**config.mk**
```make
export PLATFORM = sky130hd
export DESIGN_NAME = vector_reg_file_sb
export DESIGN_NICKNAME = d
export VERILOG_FILES = /design/src/rtl/vector_reg_file_sb.sv
export SDC_FILE = /design/constraint.sdc
export NUM_CORES = 2
export LEC_CHECK = 0
export CAP_MARGIN = 0
export CORE_MARGIN = 4
export CORE_UTILIZATION = 39
export DETAILED_ROUTE_END_ITERATION = 7
export SLEW_MARGIN = 10
export SYNTH_ARGS = -nofsm -noshare
export SYNTH_HDL_FRONTEND = slang
export SYNTH_SLANG_ARGS = --single-unit
```
**constraint.sdc**
```tcl
create_clock -name clk -period 6.1 [get_ports clk]
set_input_delay 1.83 -clock clk [delete_from_list [all_inputs] [get_ports clk]]
set_output_delay 1.83 -clock clk [all_outputs]
set_load 0.05 [all_outputs]
```
**src/rtl/vector_reg_file_sb.sv**
```systemverilog
// Multi-lane vector register file: lane-masked writeback, write-to-read bypass, busy scoreboard.
// Reads/hazard are combinational; writes and reservations land on the next edge; rsv_stall makes issue hold and retry.
module vector_reg_file_sb #(
  parameter int LANES    = 4,
  parameter int LANE_W   = 32,
  parameter int REG_QTY  = 8,
  parameter int SEL_BITS = 3,
  parameter int BYPASS   = 1,
  parameter int ZERO_REG = 0
) (
  input  logic                      clk,
  input  logic                      rst,
  input  logic                      wr_en,
  input  logic [SEL_BITS-1:0]       wr_sel,
  input  logic [LANES-1:0]          wr_lane_mask,
  input  logic [LANES*LANE_W-1:0]   wr_data,
  input  logic [SEL_BITS-1:0]       rd_sel1,
  input  logic [SEL_BITS-1:0]       rd_sel2,
  output logic [LANES*LANE_W-1:0]   rd_data1,
  output logic [LANES*LANE_W-1:0]   rd_data2,
  input  logic                      rsv_en,
  input  logic [SEL_BITS-1:0]       rsv_sel,
  output logic                      rsv_stall,
  output logic [REG_QTY-1:0]        busy,
  output logic                      hazard
);
  localparam int W        = LANES * LANE_W;
  localparam int SEL_SPAN = 1 << SEL_BITS;

  logic [W-1:0]        regs [REG_QTY];
  logic [REG_QTY-1:0]  busyQ;
  logic [REG_QTY-1:0]  busyNext;
  logic [SEL_SPAN-1:0] busyPad;
  logic                wrOk;
  logic                rsvOk;

  // Out-of-range selects and the hardwired zero register behave as if absent.
  function automatic logic selOk(input logic [SEL_BITS-1:0] sel);
    return (int'(sel) < REG_QTY) && !((ZERO_REG != 0) && (sel == '0));
  endfunction

  function automatic logic [W-1:0] readPort(input logic [SEL_BITS-1:0] sel);
    logic [W-1:0] d;
    d = '0;
    if (selOk(sel)) begin
      d = regs[sel];
      if ((BYPASS != 0) && wrOk && (wr_sel == sel)) begin
        for (int i = 0; i < LANES; i++) begin
          if (wr_lane_mask[i]) d[i*LANE_W +: LANE_W] = wr_data[i*LANE_W +: LANE_W];
        end
      end
    end
    return d;
  endfunction

  // Only a full-mask forwarded writeback resolves a pending read.
  function automatic logic readHazard(input logic [SEL_BITS-1:0] sel);
    return busyPad[sel] &&
           !((BYPASS != 0) && wr_en && (wr_sel == sel) && (&wr_lane_mask));
  endfunction

  assign busyPad   = SEL_SPAN'(busyQ);
  assign wrOk      = wr_en && selOk(wr_sel);
  assign rsv_stall = rsv_en && selOk(rsv_sel) && busyPad[rsv_sel] &&
                     !(wr_en && (wr_sel == rsv_sel));
  assign rsvOk     = rsv_en && selOk(rsv_sel) && !rsv_stall;
  assign busy      = busyQ;

  always_comb begin
    rd_data1 = readPort(rd_sel1);
    rd_data2 = readPort(rd_sel2);
    hazard   = readHazard(rd_sel1) || readHazard(rd_sel2);
  end

  // Clear before set so a same-edge reservation of the written register wins.
  always_comb begin
    busyNext = busyQ;
    if (wrOk)  busyNext[wr_sel]  = 1'b0;
    if (rsvOk) busyNext[rsv_sel] = 1'b1;
  end

  always_ff @(posedge clk or negedge rst) begin
    if (!rst) begin
      busyQ <= '0;
    end else begin
      busyQ <= busyNext;
    end
  end

  always_ff @(posedge clk or negedge rst) begin
    if (!rst) begin
      for (int r = 0; r < REG_QTY; r++) regs[r] <= '0;
    end else if (wrOk) begin
      for (int i = 0; i < LANES; i++) begin
        if (wr_lane_mask[i]) regs[wr_sel][i*LANE_W +: LANE_W] <= wr_data[i*LANE_W +: LANE_W];
      end
    end
  end

endmodule

```
==> out/summary.txt <==
FF+latch count, synth - 1032
Worst Hold Class - reg -> reg
Synth cell types - 41
final wirelength - 163000 um
htree depth - 3
VDD IR max - 247 uV
CTS Root Cell - clkbuf_16
Vias per Instance - 5.79
vias in the first global route - 37400
hold buffer count at cts - 0
initial antenna violation count - 14
maxcap violations - 0
combinational group share of total power - 0.365
Row Count - 141
Post-Synthesis Cell Area - 58500 sq um
post-route clock period utilization - 0.963
Num CTS Buffers - 117
crit end category - primary output
Final Instance Area - 72000 sq um
clk_lat worst skew - 0.72 ns
area share of and/or/nand/nor cells after synthesis - 0.00656
reg2reg setup slack - 4.47 ns
post-DR wirelength/cell - 27.1 um
RSZ-0062 raised after global routing - no
largest family of logic cells by synthesized area - multiplexers
dpl hpwl - 103000 um
f_max - 170 MHz
final hold vios - 0
yosys warns - 0
syn_area_per_cell - 16.2 sq um
final setup vio count - 0
CTS tree - done
P&R area growth vs syn - 22.9%
crit path max-delay cell type - clkdlybuf4s50_1
synth cell count leaders - 1536 x mux2_2, 1032 x dfrtp_1, 280 x mux4_1
Top Family by Delay on Critical Path - buffers and inverters
Pwr Density - 376 nW/um^2
part of the power in registers - 0.353
Pwr Total - 27.1 mW
Crit Path Class - in -> out
min cycle time layout - 5.88 ns
sequential fraction of the synthesis area - 0.441
NetSw - 8.40 mW
Hold Path Stages - 1
Max-slew headroom - 0.334
clock slew at reported path FFs - 0.06 ns
Initial Util - 0.394
Worst-Margin Slew - 0.995 ns
WP depth - 7
most common cell in the synthesized netlist - mux2_2
crit-path most repeated cell - buf_12
Ports - 414
fraction of registers with async set/reset - 1.00
Die Wd - 395 um
Placed Instances - 5773
Post-synth EDFFs - 0
Crit Path Max Fanout - 32
Synth Area in Compound Gates - 0.00218
Worst setup SP type - primary input
die height - 395 um
main flop type after synthesis - dfrtp_1
DRT Pass-1 Iters - 5
Clk pwr share - 0.282
Cells after Synth - 3602
DRT iter0 DRCs - 1809
Net Sw Frac - 0.310
global-route wire length before repair - 247000 um
Port Buffers - 413
required time worst endpoint - 4.27 ns
gr usage total - 0.206
final RePlAce weighted congestion - 0.751
# DRC - 0
delay of the slowest cell on the worst path - 0.62 ns
# Post-CTS Setup Buffers - 0
share of cells above drive strength 1 - 0.612
clock sink count - 1032
post-synth top area share - 0.441
largest net degree at the start of global routing - 113
Post-Place Cell Area - 67700 sq um
total number of vias - 34800
max-slew violation count - 0
Yosys top cell by area - dfrtp_1
grt total ovfl - 0
Fin Setup TNS - 0 ns
fin cells - 6001
Max clock buf depth - 3
Worst R2R Path Depth - 4
Data arrival, critical path - 4.05 ns
DIE AREA - 156000 sq um
run status - completed
worst path buffer plus inverter count - 3
post-synthesis xor/xnor area fraction - 0.00135
crit-path cells - clkdlybuf4s50_1 > xnor2_1 > and4_2 > nand2_2 > buf_12 > mux2_2 > buf_12
Lkg Pwr - 30.9 nW
Area contributors post-synth - dfrtp_1 44%, mux2_2 30%, mux4_1 13%
internal power - 18.7 mW
mux cell area share after synthesis - 0.513
DRT antenna net count - 0
syn_nets - 3750
core area - 148000 sq um
Adder-Cell Fraction of Synth Area - 0
nets - 4038
end-of-flow core utilization - 0.485
skew final - 0.00461 ns
## stage by stage
stage | hold WS, ns | setup WS (ns)
2_1_floorplan | 0.485 | 0.720
5_1_grt | 0.522 | 0.145
3_5_place_dp | 0.502 | 0.0245
6_report | 0.510 | 0.224
3_3_place_gp | 0.494 | 0.0449
4_1_cts | 0.515 | 0.0145
## final timing paths
path,start,to
max,wr_sel[1],rd_data2[35]
min,regs[580],regs[580]
max reg2reg,busy[7],busy[7]
min reg2reg,regs[580],regs[580]
max in group asynchronous,rst,regs[472]
min in group asynchronous,rst,regs[626]
## what timing repair did
action / 4_1_cts / 5_1_grt
setup endpoints to repair: 0 / 1
resized for setup: 0 / 1
hold endpoints to repair: 0 / 0
## power groups by stage
stage	Clock, mW	Combinational (mW)	Sequential, mW
detailed placement	0	9.95	9.62
floorplan	0	6.22	9.27
global route	8.14	10.4	9.74
CTS	7.86	9.99	9.51
global placement	0	9.87	9.51
finish	7.64	9.87	9.54
## area by class of cell
type | instances | area [sq um]
fillers | 12500 | 76400
diodes | 9 | 22.5
inverters | 5 | 18.8
multi-input cells | 2161 | 30700
flip-flops and latches | 1032 | 25800
clock inverters | 43 | 709
repair buffers | 573 | 8630
clock buffers | 176 | 3540
well taps | 2002 | 2500
## layer usage
layer | global-route usage | vias up | wire (um)
li1 | - | 14800 | -
met1 | 0.286 | 19000 | 72600
met2 | 0.343 | 762 | 79400
met3 | 0.0355 | 164 | 8170
met4 | 0.0420 | 0 | 2500
met5 | 0 | - | 0
## cell families after synthesis
logic type	Yosys count
and+or+nand+nor	79
DFF	1032
buffers and inverters	409
AOI/OAI and AO/OA	17
xor gates and xnor gates	9
muxes	2056
## worst register-to-register path, stage by stage (launching register included)
cell     delay [ns]
dfrtp_1        0.43
and3_1         0.19
o21ai_0        0.33
a32oi_1        0.19
o41ai_1        0.38
## state kept, by name, indices dropped and copies added (netlist names)
register / flops
busy: 8
regs: 1024
## layout by cell type, fill, tap and decap left out, types with 2 or more instances in the layout
cell type | synthesis | final
mux2_2 | 1536 | 1536
and3_1 | 2 | 2
clkbuf_8 | 0 | 39
inv_1 | 5 | 5
clkbuf_1 | 77 | 21
inv_6 | 0 | 4
buf_4 | 1 | 106
clkinv_2 | 0 | 18
o41ai_1 | 3 | 3
nor2_1 | 4 | 4
nand2b_1 | 6 | 6
buf_8 | 6 | 5
bufinv_16 | 0 | 16
diode_2 | 0 | 9
dfrtp_1 | 1032 | 1032
nor3b_2 | 1 | 2
xor2_1 | 2 | 2
nand4_1 | 2 | 2
nand2_1 | 47 | 7
mux2i_1 | 4 | 4
xnor2_1 | 7 | 7
o21ai_0 | 4 | 4
clkdlybuf4s50_1 | 0 | 148
nand3_1 | 5 | 5
nand2_2 | 0 | 40
buf_12 | 0 | 312
nor4_1 | 2 | 2
mux4_1 | 280 | 280
clkinv_16 | 0 | 2
nor3b_1 | 3 | 2
clkbuf_16 | 0 | 118
mux4_2 | 236 | 236
No activity file was read; power rests on OpenSTA's default activity.
